===== src/rtl/alu_arbiter_if.sv =====
// Bundles the two request channels, two response channels and the ALU port of the arbiter.
// Latency: none, signal container only.
// Backpressure: valid/ready on both request and response channels.
interface alu_arbiter_if;
    // requester 0
    logic        req0_valid;
    logic        req0_ready;
    logic [31:0] req0_x;
    logic [31:0] req0_y;
    logic [3:0]  req0_func;
    logic [4:0]  req0_shamt;
    logic        req0_src;
    logic        req0_ac;
    // requester 1
    logic        req1_valid;
    logic        req1_ready;
    logic [31:0] req1_x;
    logic [31:0] req1_y;
    logic [3:0]  req1_func;
    logic [4:0]  req1_shamt;
    logic        req1_src;
    logic        req1_ac;
    // shared ALU
    logic        alu_op;
    logic        alu_src;
    logic        alu_ac;
    logic [31:0] alu_x;
    logic [31:0] alu_y;
    logic [3:0]  alu_func;
    logic [4:0]  alu_shamt;
    logic [31:0] alu_out;
    logic        alu_carry;
    logic        alu_zero;
    logic        alu_ovf;
    logic        alu_sign;
    // responses
    logic        rsp0_valid;
    logic        rsp0_ready;
    logic        rsp1_valid;
    logic        rsp1_ready;
    logic [31:0] rsp_out;
    logic [3:0]  rsp_flags;

    // arbiter side
    modport slave (
        input  req0_valid, req0_x, req0_y, req0_func, req0_shamt, req0_src, req0_ac,
        output req0_ready,
        input  req1_valid, req1_x, req1_y, req1_func, req1_shamt, req1_src, req1_ac,
        output req1_ready,
        output alu_op, alu_src, alu_ac, alu_x, alu_y, alu_func, alu_shamt,
        input  alu_out, alu_carry, alu_zero, alu_ovf, alu_sign,
        output rsp0_valid, rsp1_valid, rsp_out, rsp_flags,
        input  rsp0_ready, rsp1_ready
    );

    // requesters plus ALU side
    modport master (
        output req0_valid, req0_x, req0_y, req0_func, req0_shamt, req0_src, req0_ac,
        input  req0_ready,
        output req1_valid, req1_x, req1_y, req1_func, req1_shamt, req1_src, req1_ac,
        input  req1_ready,
        input  alu_op, alu_src, alu_ac, alu_x, alu_y, alu_func, alu_shamt,
        output alu_out, alu_carry, alu_zero, alu_ovf, alu_sign,
        input  rsp0_valid, rsp1_valid, rsp_out, rsp_flags,
        output rsp0_ready, rsp1_ready
    );
endinterface


===== src/rtl/alu_arbiter.sv =====
// Round-robin sharing of one ALU between two requesters; latches operands, drives the ALU, returns result+flags.
// Latency: accept edge -> EXEC_CYCLES cycles of alu_op -> response valid the following cycle.
// Backpressure: response held stable until rspN_ready; no request is accepted until the response is consumed.
module alu_arbiter #(
    parameter int unsigned EXEC_CYCLES = 1
) (
    input  logic          clk,
    input  logic          rst,
    alu_arbiter_if.slave  bus
);

    typedef enum logic [1:0] {
        IDLE = 2'd0,
        EXEC = 2'd1,
        RESP = 2'd2
    } state_t;

    localparam logic [3:0] CNT_LOAD = 4'(EXEC_CYCLES - 1);
    localparam logic [3:0] FUNC_ADD = 4'b0000;
    localparam logic [3:0] FUNC_MAX = 4'b1001;

    state_t      state;
    state_t      state_nxt;

    logic        rr_ptr;
    logic        owner;
    logic [3:0]  cnt;

    logic [31:0] x_q;
    logic [31:0] y_q;
    logic [3:0]  func_q;
    logic [4:0]  shamt_q;
    logic        src_q;
    logic        ac_q;

    logic [31:0] res_q;
    logic [3:0]  flags_q;

    logic        req_any;
    logic        win;
    logic        accept;
    logic        capture;
    logic        is_add;
    logic        is_undef;
    logic [3:0]  flags_cap;

    // Pick a winner among the valid requesters; rr_ptr breaks ties.
    always_comb begin
        req_any = 1'b0;
        win     = 1'b0;
        if (bus.req0_valid && bus.req1_valid) begin
            req_any = 1'b1;
            win     = rr_ptr;
        end else if (bus.req1_valid) begin
            req_any = 1'b1;
            win     = 1'b1;
        end else if (bus.req0_valid) begin
            req_any = 1'b1;
            win     = 1'b0;
        end
    end

    // Only add forms produce meaningful carry/overflow; undefined register-form codes report no flags.
    always_comb begin
        is_add   = (!src_q && (func_q == FUNC_ADD)) || (src_q && !ac_q);
        is_undef = !src_q && (func_q > FUNC_MAX);
        if (is_undef) begin
            flags_cap = 4'b0000;
        end else begin
            flags_cap = {bus.alu_carry & is_add, bus.alu_zero, bus.alu_ovf & is_add, bus.alu_sign};
        end
    end

    // State register.
    always_ff @(posedge clk) begin
        if (rst) begin
            state <= IDLE;
        end else begin
            state <= state_nxt;
        end
    end

    // Next-state and all handshake/ALU outputs; ALU inputs are zero outside EXEC.
    always_comb begin
        state_nxt      = state;
        accept         = 1'b0;
        capture        = 1'b0;
        bus.req0_ready = 1'b0;
        bus.req1_ready = 1'b0;
        bus.alu_op     = 1'b0;
        bus.alu_src    = 1'b0;
        bus.alu_ac     = 1'b0;
        bus.alu_x      = 32'd0;
        bus.alu_y      = 32'd0;
        bus.alu_func   = 4'd0;
        bus.alu_shamt  = 5'd0;
        bus.rsp0_valid = 1'b0;
        bus.rsp1_valid = 1'b0;
        bus.rsp_out    = 32'd0;
        bus.rsp_flags  = 4'd0;
        case (state)
            IDLE: begin
                if (req_any) begin
                    accept         = 1'b1;
                    bus.req0_ready = !win;
                    bus.req1_ready = win;
                    state_nxt      = EXEC;
                end
            end
            EXEC: begin
                bus.alu_op    = 1'b1;
                bus.alu_src   = src_q;
                bus.alu_ac    = ac_q;
                bus.alu_x     = x_q;
                bus.alu_y     = y_q;
                bus.alu_func  = func_q;
                bus.alu_shamt = shamt_q;
                if (cnt == 4'd0) begin
                    capture   = 1'b1;
                    state_nxt = RESP;
                end
            end
            RESP: begin
                bus.rsp0_valid = !owner;
                bus.rsp1_valid = owner;
                bus.rsp_out    = res_q;
                bus.rsp_flags  = flags_q;
                if ((!owner && bus.rsp0_ready) || (owner && bus.rsp1_ready)) begin
                    state_nxt = IDLE;
                end
            end
            default: begin
                state_nxt = IDLE;
            end
        endcase
    end

    // Latch the winner's operands and flip priority to the other requester.
    always_ff @(posedge clk) begin
        if (rst) begin
            rr_ptr  <= 1'b0;
            owner   <= 1'b0;
            x_q     <= 32'd0;
            y_q     <= 32'd0;
            func_q  <= 4'd0;
            shamt_q <= 5'd0;
            src_q   <= 1'b0;
            ac_q    <= 1'b0;
        end else if (accept) begin
            rr_ptr  <= ~win;
            owner   <= win;
            x_q     <= win ? bus.req1_x     : bus.req0_x;
            y_q     <= win ? bus.req1_y     : bus.req0_y;
            func_q  <= win ? bus.req1_func  : bus.req0_func;
            shamt_q <= win ? bus.req1_shamt : bus.req0_shamt;
            src_q   <= win ? bus.req1_src   : bus.req0_src;
            ac_q    <= win ? bus.req1_ac    : bus.req0_ac;
        end
    end

    // Settle counter: loaded on accept, counts down through EXEC.
    always_ff @(posedge clk) begin
        if (rst) begin
            cnt <= 4'd0;
        end else if (accept) begin
            cnt <= CNT_LOAD;
        end else if ((state == EXEC) && (cnt != 4'd0)) begin
            cnt <= cnt - 4'd1;
        end
    end

    // Capture result and masked flags on the last EXEC cycle.
    always_ff @(posedge clk) begin
        if (rst) begin
            res_q   <= 32'd0;
            flags_q <= 4'd0;
        end else if (capture) begin
            res_q   <= bus.alu_out;
            flags_q <= flags_cap;
        end
    end

endmodule


===== src/flat_wrapper.sv =====
// flat-port wrapper written by rule: the top's interface ports become plain ports
module alu_arbiter_flat 
#(
    parameter int unsigned EXEC_CYCLES = 1
)
  (clk, rst, bus_req0_valid, bus_req0_x, bus_req0_y, bus_req0_func, bus_req0_shamt, bus_req0_src, bus_req0_ac, bus_req0_ready, bus_req1_valid, bus_req1_x, bus_req1_y, bus_req1_func, bus_req1_shamt, bus_req1_src, bus_req1_ac, bus_req1_ready, bus_alu_op, bus_alu_src, bus_alu_ac, bus_alu_x, bus_alu_y, bus_alu_func, bus_alu_shamt, bus_alu_out, bus_alu_carry, bus_alu_zero, bus_alu_ovf, bus_alu_sign, bus_rsp0_valid, bus_rsp1_valid, bus_rsp_out, bus_rsp_flags, bus_rsp0_ready, bus_rsp1_ready);
  alu_arbiter_if bus_i ();
  input  logic clk;
  input  logic rst;
  input wire logic [$bits(bus_i.req0_valid)-1:0] bus_req0_valid;
  input wire logic [$bits(bus_i.req0_x)-1:0] bus_req0_x;
  input wire logic [$bits(bus_i.req0_y)-1:0] bus_req0_y;
  input wire logic [$bits(bus_i.req0_func)-1:0] bus_req0_func;
  input wire logic [$bits(bus_i.req0_shamt)-1:0] bus_req0_shamt;
  input wire logic [$bits(bus_i.req0_src)-1:0] bus_req0_src;
  input wire logic [$bits(bus_i.req0_ac)-1:0] bus_req0_ac;
  output wire logic [$bits(bus_i.req0_ready)-1:0] bus_req0_ready;
  input wire logic [$bits(bus_i.req1_valid)-1:0] bus_req1_valid;
  input wire logic [$bits(bus_i.req1_x)-1:0] bus_req1_x;
  input wire logic [$bits(bus_i.req1_y)-1:0] bus_req1_y;
  input wire logic [$bits(bus_i.req1_func)-1:0] bus_req1_func;
  input wire logic [$bits(bus_i.req1_shamt)-1:0] bus_req1_shamt;
  input wire logic [$bits(bus_i.req1_src)-1:0] bus_req1_src;
  input wire logic [$bits(bus_i.req1_ac)-1:0] bus_req1_ac;
  output wire logic [$bits(bus_i.req1_ready)-1:0] bus_req1_ready;
  output wire logic [$bits(bus_i.alu_op)-1:0] bus_alu_op;
  output wire logic [$bits(bus_i.alu_src)-1:0] bus_alu_src;
  output wire logic [$bits(bus_i.alu_ac)-1:0] bus_alu_ac;
  output wire logic [$bits(bus_i.alu_x)-1:0] bus_alu_x;
  output wire logic [$bits(bus_i.alu_y)-1:0] bus_alu_y;
  output wire logic [$bits(bus_i.alu_func)-1:0] bus_alu_func;
  output wire logic [$bits(bus_i.alu_shamt)-1:0] bus_alu_shamt;
  input wire logic [$bits(bus_i.alu_out)-1:0] bus_alu_out;
  input wire logic [$bits(bus_i.alu_carry)-1:0] bus_alu_carry;
  input wire logic [$bits(bus_i.alu_zero)-1:0] bus_alu_zero;
  input wire logic [$bits(bus_i.alu_ovf)-1:0] bus_alu_ovf;
  input wire logic [$bits(bus_i.alu_sign)-1:0] bus_alu_sign;
  output wire logic [$bits(bus_i.rsp0_valid)-1:0] bus_rsp0_valid;
  output wire logic [$bits(bus_i.rsp1_valid)-1:0] bus_rsp1_valid;
  output wire logic [$bits(bus_i.rsp_out)-1:0] bus_rsp_out;
  output wire logic [$bits(bus_i.rsp_flags)-1:0] bus_rsp_flags;
  input wire logic [$bits(bus_i.rsp0_ready)-1:0] bus_rsp0_ready;
  input wire logic [$bits(bus_i.rsp1_ready)-1:0] bus_rsp1_ready;
  assign bus_i.req0_valid = bus_req0_valid;
  assign bus_i.req0_x = bus_req0_x;
  assign bus_i.req0_y = bus_req0_y;
  assign bus_i.req0_func = bus_req0_func;
  assign bus_i.req0_shamt = bus_req0_shamt;
  assign bus_i.req0_src = bus_req0_src;
  assign bus_i.req0_ac = bus_req0_ac;
  assign bus_req0_ready = bus_i.req0_ready;
  assign bus_i.req1_valid = bus_req1_valid;
  assign bus_i.req1_x = bus_req1_x;
  assign bus_i.req1_y = bus_req1_y;
  assign bus_i.req1_func = bus_req1_func;
  assign bus_i.req1_shamt = bus_req1_shamt;
  assign bus_i.req1_src = bus_req1_src;
  assign bus_i.req1_ac = bus_req1_ac;
  assign bus_req1_ready = bus_i.req1_ready;
  assign bus_alu_op = bus_i.alu_op;
  assign bus_alu_src = bus_i.alu_src;
  assign bus_alu_ac = bus_i.alu_ac;
  assign bus_alu_x = bus_i.alu_x;
  assign bus_alu_y = bus_i.alu_y;
  assign bus_alu_func = bus_i.alu_func;
  assign bus_alu_shamt = bus_i.alu_shamt;
  assign bus_i.alu_out = bus_alu_out;
  assign bus_i.alu_carry = bus_alu_carry;
  assign bus_i.alu_zero = bus_alu_zero;
  assign bus_i.alu_ovf = bus_alu_ovf;
  assign bus_i.alu_sign = bus_alu_sign;
  assign bus_rsp0_valid = bus_i.rsp0_valid;
  assign bus_rsp1_valid = bus_i.rsp1_valid;
  assign bus_rsp_out = bus_i.rsp_out;
  assign bus_rsp_flags = bus_i.rsp_flags;
  assign bus_i.rsp0_ready = bus_rsp0_ready;
  assign bus_i.rsp1_ready = bus_rsp1_ready;
  alu_arbiter #(.EXEC_CYCLES(EXEC_CYCLES)) u_core (.clk(clk), .rst(rst), .bus(bus_i));
endmodule

===== config.mk =====
export PLATFORM = sky130hd
export DESIGN_NAME = alu_arbiter_flat
export DESIGN_NICKNAME = d
export VERILOG_FILES = /design/src/rtl/alu_arbiter_if.sv /design/src/rtl/alu_arbiter.sv /design/src/flat_wrapper.sv
export SDC_FILE = /design/constraint.sdc
export NUM_CORES = 1
export LEC_CHECK = 0
export CORE_AREA = 2 2 132 134
export DETAILED_ROUTE_END_ITERATION = 10
export DIE_AREA = 0 0 134 136
export HOLD_SLACK_MARGIN = 0.05
export PLACE_DENSITY_LB_ADDON = 0.25
export SKIP_CTS_REPAIR_TIMING = 1
export SYNTH_ARGS = -nofsm -noshare
export SYNTH_HDL_FRONTEND = slang
export SYNTH_SLANG_ARGS = --single-unit

===== constraint.sdc =====
create_clock -name clk -period 2.3 [get_ports clk]
set_clock_uncertainty 0.15 [all_clocks]
set_input_delay 0.575 -clock clk [delete_from_list [all_inputs] [get_ports clk]]
set_output_delay 0.575 -clock clk [all_outputs]
set_load 0.02 [all_outputs]

Word-level counts from Yosys, hierarchy flattened
Index checks and enable logic that the tools add are counted.
{ "word_totals": {"reg_bits": 119, "latchBits": 0, "mem_bits_rw": 0, "rom_bits": 0, "out_inout_bits": 116, "memories": 0} }
{ "op_classes": {"n_addsub": 1, "n_mul": 0, "n_div": 0, "order_cmp": 1, "eq_ne": 5, "shift": 0, "muxes": 35, "n_bitwise": 3, "n_reduce_logical": 19} }
{ "ops": {"columns": ["cell", "n"], "rows": [
  ["two-way mux 32 bit", 5],
  ["two-way mux 1 bit", 20],
  ["two-way mux 4 bit", 4],
  ["two-way mux 5 bit", 2],
  ["zero test 4 bit", 2],
  ["logical AND 1 bit", 7],
  ["two-way mux 2 bit", 3],
  ["!= test 2 x 1 -> 1 bit, second input constant", 3],
  ["one-hot mux 2 bit (3 select lines)", 1],
  ["greater-than comparator 4 bit, second input constant", 1],
  ["zero test 1 bit", 4],
  ["nonzero test 4 bit", 1],
  ["subtractor 4 x 1 -> 4 bit, second input constant", 1],
  ["AND reduction 3 bit", 1],
  ["bitwise AND 1 bit", 2],
  ["equality test 2 x 1 -> 1 bit, second input constant", 1],
  ["equality test 2 bit, second input constant", 1],
  ["zero test 2 bit", 1],
  ["logical OR 1 bit", 2],
  ["OR reduction 2 bit", 1],
  ["inverter 1 bit", 1]
]} }

Depth between registers and ports, before layout
Gate-level depths: netlist (run 1).
{ "logic_depth": {"depth_word": 6, "ltp_mapped": 7, "mapped_depth_nobuf": 5} }

Worst setup path after synthesis (run 1)
No wires, ideal clock.
{ "synth_path": {"kind": "input -> output", "startpoint": "input bus_req1_valid", "endpoint": "output bus_req1_ready", "t_arrival_ns": 1.442, "required_time_ns": 1.575, "slack_ns": 0.133, "stages": 3, "n_path_buf": 2, "path_cell_list": "clkbuf_1 clkbuf_1 and3_1"} }
{ "synth_via": {"elab_chain_len": 4, "elab_cells_between_ends": 7} }
{ "synth_rtl": {"columns": ["item", "line", "source"], "rows": [
  ["start: declaration", "flat_wrapper.sv:18", "input wire logic [$bits(bus_i.req1_valid)-1:0] bus_req1_valid;"],
  ["two-way mux 1 bit / logical AND 1 bit (equally long branches)", "alu_arbiter.sv:54, alu_arbiter.sv:51", null],
  ["two-way mux 1 bit", "alu_arbiter.sv:51", "if (bus.req0_valid && bus.req1_valid) begin"],
  ["two-way mux 1 bit *", "alu_arbiter.sv:103", "if (req_any) begin"],
  ["two-way mux 1 bit *", "alu_arbiter.sv:101", "case (state)"],
  ["end: declaration", "flat_wrapper.sv:25", "output wire logic [$bits(bus_i.req1_ready)-1:0] bus_req1_ready;"]
]} }
Mark *: on every way between the ends. The rest lies on a longest branch, timed or not.

Worst setup path after layout (run 1)
{ "layout_path": {"startpoint": "register u_core.state[0]", "endpoint": "output bus_rsp_flags[1]"} }
{ "layout_via": {"elab_chain_len": 2} }
{ "layout_rtl": {"columns": ["item", "line", "source"], "rows": [
  ["start: declaration", "alu_arbiter.sv:22", "state_t state;"],
  ["start signal: assignment", "alu_arbiter.sv:79", "state <= state_nxt;"],
  ["equality test 2 bit", "alu_arbiter.sv:101", null],
  ["two-way mux 4 bit", "alu_arbiter.sv:101", null],
  ["end: declaration", "flat_wrapper.sv:41", "output wire logic [$bits(bus_i.rsp_flags)-1:0] bus_rsp_flags;"]
]} }
No other way between the ends.

==> impl_metrics.env, run 1 <==
export IMPL_clockRootBuffer="clkbuf_16"
export IMPL_grt_util_all_layers_pct=21.95
export IMPL_gpl_final_weighted_congestion=0.7930
export IMPL_num_nets_final=1199
export IMPL_netlist_instances=704
export IMPL_io_buffer_count=307
export IMPL_min_setup_slack_post_route_ns=-0.05989
export IMPL_hold_slack_ns=0.3188
export IMPL_place_ws_ns=-0.4892
export IMPL_synth_main_ff_cell="dfxtp_1"
export IMPL_grt_antenna_before_repair=0
export IMPL_crit_fanout=10
export IMPL_timing_final_crit_period_ns=2.360
export IMPL_timing_final_max_slew_violations=0
export IMPL_asyncSetResetFlopFracSynth_pct=0
export IMPL_total_inserted_antenna_cells=0
export IMPL_setup_viol=17
export IMPL_worst_r2r_endpoint="u_core.x_q[11]$_SDFFE_PP0P_"
export IMPL_placed_area_um2=9193
export IMPL_cts_num_sinks=119
export IMPL_final_antenna_net_count=0
export IMPL_ios=308
export IMPL_final_common_cell="clkdlybuf4s50_1"
export IMPL_synth_top_area_cell="dfxtp_1"
export IMPL_hp_start="u_core.res_q[22]$_SDFFE_PP0P_"
export IMPL_initialDrtViolationCount=375
export IMPL_required_ns=1.57
export IMPL_core_area_um2=16880
export IMPL_synth_net_count=897
export IMPL_dpl_hpwl_mm=14.15
export IMPL_timing_fmax_mhz=423.7
export IMPL_post_route_util_pct=58.04
export IMPL_placedCellCount=1201
export IMPL_max_slew_worst_pin_slew_ns=0.6792
export IMPL_cts_buffers=17
export IMPL_critical_path_startpoint_category="flop"
export IMPL_yosysWarningCount=0
export IMPL_number_of_failing_hold_endpoints_at_the_final_stage=0
export IMPL_yosys_area_top_type_share_pct=41.31
export IMPL_critical_path_max_stage_delay_ns=0.34
export IMPL_most_used_cells_in_the_layout_excluding_fill_and_tap_cells="188 x clkdlybuf4s50_1, 117 x dfxtp_1, 96 x and2_1"
export IMPL_synth_top_cells_by_area="dfxtp_1 41%, and2_1 12%, a221o_1 10%"
export IMPL_die_width_um=134
export IMPL_initial_utilization_pct=34.17
export IMPL_global_route_overflow_total=0
export IMPL_rsz0062_at_grt="yes"
export IMPL_detail_route_wirelength_mm=21.24
export IMPL_layout_cells_non_filler=1244
export IMPL_wl_per_cell_um=17.07
export IMPL_total_number_of_placement_rows=48
export IMPL_crit_chain="buf_6 -> nor2b_4 -> buf_4 -> buf_12 -> and2_1 -> buf_4"
export IMPL_leakagePower_uw=0.004187
export IMPL_ff2ff_path_depth=8
export IMPL_r2r_slack_ns=0.10
export IMPL_finalCritPeriodShare_pct=102.6
export IMPL_ys_ff_latch=119
export IMPL_unique_masters_post_synth=46
export IMPL_post_route_cell_area_um2=9796
export IMPL_seq_area_frac_synth_pct=41.31
export IMPL_hold_crit_class="flop to flop"
export IMPL_dr_pass1_iters=4
export IMPL_grt_start_max_net_pins=60
export IMPL_global_route_wire_length_before_repair_mm=31.68
export IMPL_area_growth_syn_to_layout_pct=69.86
export IMPL_bufs_on_longest_clock_path=2
export IMPL_whs_path_depth=2
export IMPL_met3WireLength_mm=1.880
export IMPL_crit_path_top_delay_cell="dfxtp_2"
export IMPL_wirelength_met1_mm=8.632
export IMPL_syn_avg_cell_area_um2=8.191
export IMPL_synth_edff_count=0
export IMPL_worst_setup_path_end_kind="primary output"
export IMPL_fillCellCount=1574
export IMPL_vias_in_the_first_global_route=6035
export IMPL_clock_tree_from_tritoncts="built"
export IMPL_worstSkewPairLatency_ns=0.42
export IMPL_detailed_route_vias_per_instance=5.136
export IMPL_worst_slew_margin_rel_pct=54.72
export IMPL_worst_ep_arrival_time_ns=1.63
export IMPL_vdd_ir_drop_worst_mv=0.5373
export IMPL_met2RoutedLength_mm=10.25
export IMPL_drv_cap=0
export IMPL_outcome="complete, but fails checks"
export IMPL_clk_pin_slew_ns=0.06
export IMPL_remaining_drc_errors=0
export IMPL_htreeDepth=4
export IMPL_critical_path_class="flop to primary output"
export IMPL_cpMostUsedCell="buf_4"
export IMPL_failing_checks="negative setup slack"
export IMPL_power_per_cell_area_nw_per_um2=660.2
export IMPL_hold_path_endpoint="u_core.res_q[22]$_SDFFE_PP0P_"
export IMPL_uppermost_layer_routed="met4"
export IMPL_dieArea_um2=18220
export IMPL_drive_gt1_share_pct=22.77
export IMPL_synthesis_area_um2=5767
export IMPL_chipHeight_um=136
export IMPL_regToRegStartpoint="u_core.state[1]$_SDFFE_PP0P_"
export IMPL_vias=6389
-- layer usage --
metal / global-route usage, % / up-vias
met5: 0 / -
met4: 8.038 / 0
met3: 8.352 / 33
met2: 35.93 / 249
met1: 26.29 / 3001
li1: - / 3106
-- worst max path at each step --
stage	from	endpoint	slack (ns)	cells past startpoint
6_report	u_core.state[0]$_SDFFE_PP0P_	bus_rsp_flags[1]	-0.06	6
5_1_grt	u_core.state[0]$_SDFFE_PP0P_	bus_rsp_flags[1]	-0.11	6
4_1_cts	u_core.state[1]$_SDFFE_PP0P_	bus_alu_y[4]	-0.54	6
3_5_place_dp	bus_req1_valid	bus_req0_ready	-0.49	4
3_3_place_gp	bus_req1_valid	bus_req0_ready	-0.46	4
2_1_floorplan	bus_req1_valid	bus_req1_ready	0.13	3
-- stage by stage --
step | power [µW] | TNS, ns
CTS | 6440 | -53.85
global placement | 3697 | -21.03
detailed placement | 3715 | -23.71
floorplan | 2998 | 0
global route | 6730 | -4.522
finish | 6467 | -0.4619
-- critical path: cells and delay by family, from the launching register on --
family	cells	cell delay (ns)
buffers and inverters	4	0.54
DFF	1	0.34
and+or+nand+nor	2	0.33
-- registers in the layout (all words and copies together) (netlist names), 2 cells and up --
name,cells
u_core.x_q,32
u_core.res_q,32
u_core.flags_q,4
u_core.func_q,4
u_core.cnt,4
u_core.state,2
u_core.y_q,32
u_core.shamt_q,5
-- cell usage after synthesis, types with 2 or more instances --
master,n
a31oi_1,17
and3_1,2
nor2b_1,2
a221o_1,58
or2_2,2
nand3_1,50
clkbuf_1,49
nor3_1,60
nor2_1,8
a21oi_1,40
a21o_1,2
nand4b_1,2
o21ai_0,51
inv_1,62
and2_1,112
dfxtp_1,119
nand2b_1,2
nand3b_1,2
buf_2,15
o32ai_1,2
o2111ai_1,2
buf_6,3
nand4_1,17
buf_1,3
-- power breakdown --
group / leakage [µW] / switching (µW) / total (µW) / internal (µW)
clock: 0.000290 / 1070 / 2720 / 1650
combinational: 0.00292 / 649 / 1400 / 748
sequential: 0.000978 / 97.0 / 2350 / 2250
-- kinds of logic (layout without fill, tap and decap cells) --
kind of cell             Yosys count  after routing  share of synthesized area (%)
flip-flops                       119            119                          41.31
multiplexers                       2              2                         0.3688
AND/OR/NAND/NOR                  267            267                          26.62
adder cells (fa/ha/maj)            1              1                         0.2169
AO/OA/AOI/OAI                    180            180                          21.89
buffers and inverters            135            450                          9.590
-- area by class of cell --
| class | instances | area, µm² | share of cell area, % |
|---|---|---|---|
| Timing Repair Buffer | 355 | 3356 | 34.26 |
| Multi-Input combinational cell | 450 | 2925 | 29.86 |
| Sequential cell | 119 | 2385 | 24.35 |
| Clock buffer | 18 | 439.2 | 4.483 |
| Tap cell | 225 | 281.5 | 2.874 |
| Inverter | 63 | 244.0 | 2.491 |
| Clock inverter | 14 | 165.2 | 1.686 |
(Power assumes the default switching activity.)
==> run 2: changes to the inputs <==
--- a/config.mk
+++ b/config.mk
@@ -10,6 +10,7 @@
 export DIE_AREA = 0 0 134 136
 export HOLD_SLACK_MARGIN = 0.05
 export PLACE_DENSITY_LB_ADDON = 0.25
+export SETUP_SLACK_MARGIN = 0.02
 export SKIP_CTS_REPAIR_TIMING = 1
 export SYNTH_ARGS = -nofsm -noshare
 export SYNTH_HDL_FRONTEND = slang
==> run 2 against run 1 <==
Compared with the run above:
- the run still ends with negative setup slack left
- die area unchanged
- register-to-register slack about the same
- non-clock buffer count up 1
- cell area up 1.4%
- first-iteration DRC count up 13%
==> impl_metrics.env, run 2 (synthesis results as in run 1) <==
export IMPL_outcome="complete, but fails checks"
export IMPL_failing_checks="negative setup slack"
export IMPL_drive_gt1_share_pct=24.02
export IMPL_worstSkewPairLatency_ns=0.42
export IMPL_finalCritPeriodShare_pct=100.4
export IMPL_io_buffer_count=307
export IMPL_dr_pass1_iters=4
export IMPL_timing_final_max_slew_violations=0
export IMPL_final_seq_area_um2=2385
export IMPL_dpl_hpwl_mm=14.15
export IMPL_fillCellCount=1545
export IMPL_min_setup_slack_post_route_ns=-0.01015
export IMPL_critical_path_startpoint_category="flop"
export IMPL_timing_final_crit_period_ns=2.310
export IMPL_number_of_failing_hold_endpoints_at_the_final_stage=0
export IMPL_grt_start_max_net_pins=60
export IMPL_final_antenna_net_count=0
export IMPL_worst_ep_arrival_time_ns=1.59
export IMPL_cts_num_sinks=119
export IMPL_vias_in_the_first_global_route=6035
export IMPL_gpl_final_weighted_congestion=0.7930
export IMPL_grt_antenna_before_repair=0
export IMPL_initialDrtViolationCount=425
export IMPL_global_route_overflow_total=0
export IMPL_most_used_cells_in_the_layout_excluding_fill_and_tap_cells="188 x clkdlybuf4s50_1, 117 x dfxtp_1, 84 x and2_1"
export IMPL_largest_registers="u_core.res_q (32), u_core.x_q (32), u_core.y_q (32)"
export IMPL_area_growth_syn_to_layout_pct=72.18
export IMPL_drv_cap=0
export IMPL_wl_per_cell_um=17.10
export IMPL_initial_utilization_pct=34.17
export IMPL_finalPower_uw=6476
export IMPL_final_setup_tns_ns=-0.01497
export IMPL_crit_fanout=7
export IMPL_detail_route_wirelength_mm=21.28
export IMPL_post_route_util_pct=58.84
export IMPL_detailed_route_vias_per_instance=5.117
export IMPL_htreeDepth=4
export IMPL_hold_crit_class="flop to flop"
export IMPL_worst_setup_path_end_kind="primary output"
export IMPL_hp_start="u_core.res_q[25]$_SDFFE_PP0P_"
export IMPL_worst_setup_path_startpoint="u_core.state[0]$_SDFFE_PP0P_"
export IMPL_vdd_ir_drop_worst_mv=0.5398
export IMPL_setup_viol=2
export IMPL_grt_util_all_layers_pct=21.95
export IMPL_global_route_wire_length_before_repair_mm=31.68
export IMPL_num_nets_final=1200
export IMPL_bufs_on_longest_clock_path=2
export IMPL_timing_fmax_mhz=432.9
export IMPL_regToRegStartpoint="u_core.state[1]$_SDFFE_PP0P_"
export IMPL_required_ns=1.57
export IMPL_cts_buffers=17
export IMPL_final_common_cell="clkdlybuf4s50_1"
export IMPL_dieArea_um2=18220
export IMPL_vias=6371
export IMPL_ios=308
export IMPL_post_route_cell_area_um2=9930
export IMPL_leakagePower_uw=0.004229
export IMPL_placed_area_um2=9193
export IMPL_multi_input_area_um2=2955
export IMPL_hold_slack_ns=0.3209
export IMPL_clockRootBuffer="clkbuf_16"
export IMPL_chipHeight_um=136
export IMPL_total_inserted_antenna_cells=0
export IMPL_clk_pin_slew_ns=0.06
export IMPL_clock_tree_from_tritoncts="built"
export IMPL_die_width_um=134
export IMPL_critical_path_class="flop to primary output"
export IMPL_rsz0062_at_grt="yes"
export IMPL_max_slew_worst_pin_slew_ns=0.6800
export IMPL_power_per_cell_area_nw_per_um2=652.2
export IMPL_remaining_drc_errors=0
export IMPL_total_number_of_placement_rows=48
export IMPL_core_area_um2=16880
export IMPL_worst_slew_margin_rel_pct=54.67
## run 2: changes by cell type in the layout (fill, tap and decap cells not counted)
cell | previous run | this run
buf_6 | 46 | 63
and2_1 | 96 | 84
and2_4 | 16 | 28
buf_4 | 54 | 45
clkbuf_2 | 49 | 41
buf_12 | 8 | 9
## run 2: path summary, 6_finish.rpt
kind | to | cells after the start | slack, ns
max | bus_rsp_out[4] | 6 | -0.01
min | u_core.res_q[25]$_SDFFE_PP0P_ | 2 | 0.32
max reg2reg | u_core.x_q[11]$_SDFFE_PP0P_ | 8 | 0.10
min reg2reg | u_core.res_q[25]$_SDFFE_PP0P_ | 2 | 0.32
## run 2: metrics by stage
stage | instances | worst slack, ns
CTS | 1233 | -0.5435
finish | 1245 | -0.01015
global route | 1245 | -0.07100
global placement | 1201 | -0.4644
floorplan | 704 | 0.1327
detailed placement | 1201 | -0.4892
## run 2: critical path, stage by stage, from the launching register on
cell	delay (ns)
dfxtp_2	0.34
buf_6	0.12
nor2b_4	0.12
buf_12	0.15
clkbuf_16	0.14
and2_1	0.12
clkbuf_2	0.17
## run 2: layout make-up
type,count,share of cell area [%]
clock buffer,18,4.423
clock inverter,14,1.663
inverter,63,2.457
multi-input combinational,450,29.76
sequential,119,24.02
tap,225,2.835
timing repair buffer,356,34.84
## run 2: where the power goes
group / switching [µW] / internal [µW]
registers: 97.0 / 2250
clock network: 1060 / 1650
logic: 652 / 758
total: 1810 / 4660
## run 2: routing by layer
| metal | vias up | share of wire (%) | track usage [%] |
|---|---|---|---|
| met3 | 37 | 8.2 | 8.352 |
| met4 | 0 | 2.5 | 8.038 |
| met1 | 2988 | 41 | 26.29 |
| met5 | - | 0 | 0 |
| li1 | 3107 | - | - |
| met2 | 239 | 48 | 35.93 |
==> run 3: changes to the inputs <==
--- a/config.mk
+++ b/config.mk
@@ -5,9 +5,10 @@
 export SDC_FILE = /design/constraint.sdc
 export NUM_CORES = 1
 export LEC_CHECK = 0
-export CORE_AREA = 2 2 132 134
+export CORE_AREA = 2 2 121 146
+export CTS_CLUSTER_DIAMETER = 150
 export DETAILED_ROUTE_END_ITERATION = 10
-export DIE_AREA = 0 0 134 136
+export DIE_AREA = 0 0 123 148
 export HOLD_SLACK_MARGIN = 0.05
 export PLACE_DENSITY_LB_ADDON = 0.25
 export SETUP_SLACK_MARGIN = 0.02
==> run 3 against run 2 <==
Compared with the run above:
- the flow still finishes with violations (negative setup slack)
- via count fell by 0.49%
- fmax shrank 3.7%
- non-clock buffer count increased by 9
- sequential power barely moved
- first-iteration DRC count decreased by 6.4%
- register-to-register slack better by 0.14 ns
- cell count about the same
- total power is 2.7% higher
- critical path depth stayed put
- largest power group unchanged
- highest routed layer unchanged
==> impl_metrics.env, run 3 (synthesis results as in run 1) <==
export IMPL_outcome="complete, but fails checks"
export IMPL_failing_checks="negative setup slack"
export IMPL_worst_r2r_endpoint="u_core.x_q[17]$_SDFFE_PP0P_"
export IMPL_worst_ep_arrival_time_ns=1.67
export IMPL_ff2ff_path_depth=7
export IMPL_most_used_cells_in_the_layout_excluding_fill_and_tap_cells="189 x clkdlybuf4s50_1, 117 x dfxtp_1, 98 x buf_6"
export IMPL_leakagePower_uw=0.004479
export IMPL_die_width_um=123
export IMPL_initialDrtViolationCount=398
export IMPL_timing_final_max_slew_violations=0
export IMPL_crit_fanout=10
export IMPL_wl_per_cell_um=17.58
export IMPL_global_route_wire_length_before_repair_mm=31.33
export IMPL_io_buffer_count=307
export IMPL_drive_gt1_share_pct=29.45
export IMPL_clk_pin_slew_ns=0.05
export IMPL_critical_path_endpoint="bus_rsp_out[23]"
export IMPL_final_common_cell="clkdlybuf4s50_1"
export IMPL_regToRegStartpoint="u_core.state[1]$_SDFFE_PP0P_"
export IMPL_intPower_uw=4892
export IMPL_num_nets_final=1209
export IMPL_clock_tree_from_tritoncts="built"
export IMPL_grt_util_all_layers_pct=22.09
export IMPL_bufs_on_longest_clock_path=2
export IMPL_number_of_failing_hold_endpoints_at_the_final_stage=0
export IMPL_worst_setup_path_startpoint="u_core.state[1]$_SDFFE_PP0P_"
export IMPL_drv_cap=0
export IMPL_worstSkewPairLatency_ns=0.41
export IMPL_grt_antenna_before_repair=1
export IMPL_detail_route_wirelength_mm=21.91
export IMPL_power_per_cell_area_nw_per_um2=636.0
export IMPL_core_area_um2=16790
export IMPL_vias=6340
export IMPL_dr_pass1_iters=4
export IMPL_min_setup_slack_post_route_ns=-0.09938
export IMPL_htreeDepth=4
export IMPL_ios=308
export IMPL_largest_registers="u_core.res_q (32), u_core.x_q (32), u_core.y_q (32)"
export IMPL_remaining_drc_errors=0
export IMPL_pwr_share_comb_pct=23.0
export IMPL_global_route_overflow_total=0
export IMPL_dpl_hpwl_mm=14.07
export IMPL_finalCritPeriodShare_pct=104.3
export IMPL_max_slew_worst_pin_slew_ns=0.7088
export IMPL_final_antenna_net_count=0
export IMPL_required_ns=1.57
export IMPL_initial_utilization_pct=34.35
export IMPL_hold_crit_class="primary input to flop"
export IMPL_placedCellCount=1189
export IMPL_cts_buffers=17
export IMPL_timing_final_crit_period_ns=2.399
export IMPL_vdd_ir_drop_worst_mv=0.4452
export IMPL_post_route_util_pct=62.28
export IMPL_gpl_final_weighted_congestion=0.8003
export IMPL_critical_path_startpoint_category="flop"
export IMPL_power_switching_fraction_pct=26.41
export IMPL_cts_num_sinks=119
export IMPL_detailed_route_vias_per_instance=5.088
export IMPL_vias_in_the_first_global_route=6057
export IMPL_worst_setup_path_end_kind="primary output"
export IMPL_setup_viol=50
export IMPL_critical_path_class="flop to primary output"
export IMPL_rsz0062_at_grt="yes"
export IMPL_share_seq_of_total_power_pct=35.5
export IMPL_clock_power_share_pct=41.5
export IMPL_grt_start_max_net_pins=60
export IMPL_fillCellCount=1469
export IMPL_dieArea_um2=18200
export IMPL_total_number_of_placement_rows=52
export IMPL_r2r_slack_ns=0.24
export IMPL_area_growth_syn_to_layout_pct=81.28
export IMPL_chipHeight_um=148
export IMPL_clockRootBuffer="clkbuf_16"
export IMPL_layout_cells_non_filler=1246
export IMPL_net_switching_power_uw=1756
export IMPL_timing_fmax_mhz=416.8
export IMPL_worst_slew_margin_rel_pct=52.75
==> run 3: changes by cell type in the layout (fill, tap and decap cells not counted), sizes merged <==
cell,before,now
diode,0,1
clkinv,5,6
bufinv,2,3
clkinvlp,2,3
buf,121,164
inv,68,63
clkdlybuf4s50,188,189
clkbuf,63,28
dlymetal6s2s,2,4
==> run 3: area by class of cell <==
cell class	count	area (µm²)	area share [%]
antenna	1	2.502	0.02394
clock buffer	20	466.7	4.464
clock inverter	12	150.1	1.436
inverter	63	239.0	2.286
multi-input combinational	450	3074	29.41
sequential	119	2385	22.81
tap	216	270.3	2.585
timing repair buffer	365	3866	36.98
==> run 3: power groups by stage <==
stage / combinational [µW] / clock, µW / sequential, µW
5_1_grt: 1640 / 2890 / 2380
2_1_floorplan: 641 / 0 / 2360
6_report: 1530 / 2760 / 2360
3_5_place_dp: 1320 / 0 / 2380
4_1_cts: 1330 / 2800 / 2340
3_3_place_gp: 1310 / 0 / 2380
==> run 3: worst min path at each step <==
stage | startpoint | to | depth (start not counted)
2_1_floorplan | u_core.flags_q[0]$_SDFFE_PP0P_ | u_core.flags_q[0]$_SDFFE_PP0P_ | 2
3_3_place_gp | u_core.flags_q[3]$_SDFFE_PP0P_ | u_core.flags_q[3]$_SDFFE_PP0P_ | 2
3_5_place_dp | u_core.res_q[9]$_SDFFE_PP0P_ | u_core.res_q[9]$_SDFFE_PP0P_ | 2
4_1_cts | rst | u_core.func_q[1]$_SDFFE_PP0P_ | 2
5_1_grt | rst | u_core.func_q[1]$_SDFFE_PP0P_ | 2
6_report | rst | u_core.state[0]$_SDFFE_PP0P_ | 2
==> run 3: metal layers <==
layer	global-route usage, %	vias up	wire length [µm]	share of wire, %
li1	-	3115	-	-
met5	0	-	0	0
met3	9.182	33	1866	8.5
met1	25.82	2952	8750	40
met2	36.44	240	10880	50
met4	7.159	0	416	1.9
==> run 3: stage by stage <==
| stage | instance area, µm² | total power, µW | hold WS (ns) | setup WS (ns) | setup TNS, ns |
|---|---|---|---|---|---|
| after floorplan | 5767 | 2998 | 0.2952 | 0.1327 | 0 |
| after global placement | 9174 | 3692 | 0.3048 | -0.4467 | -13.75 |
| after detailed placement | 9174 | 3707 | 0.3130 | -0.4434 | -16.11 |
| after CTS | 9791 | 6475 | 0.2851 | -0.5274 | -51.77 |
| after global routing | 10450 | 6917 | 0.2968 | -0.1812 | -5.668 |
| final | 10450 | 6648 | 0.2908 | -0.09938 | -1.866 |
==> run 3: critical path, stage by stage, from the launching register on <==
cell       delay (ns)
dfxtp_2          0.33
buf_4            0.11
nor2b_4          0.23
buf_4            0.17
clkbuf_16        0.14
and2_1           0.12
buf_2            0.15
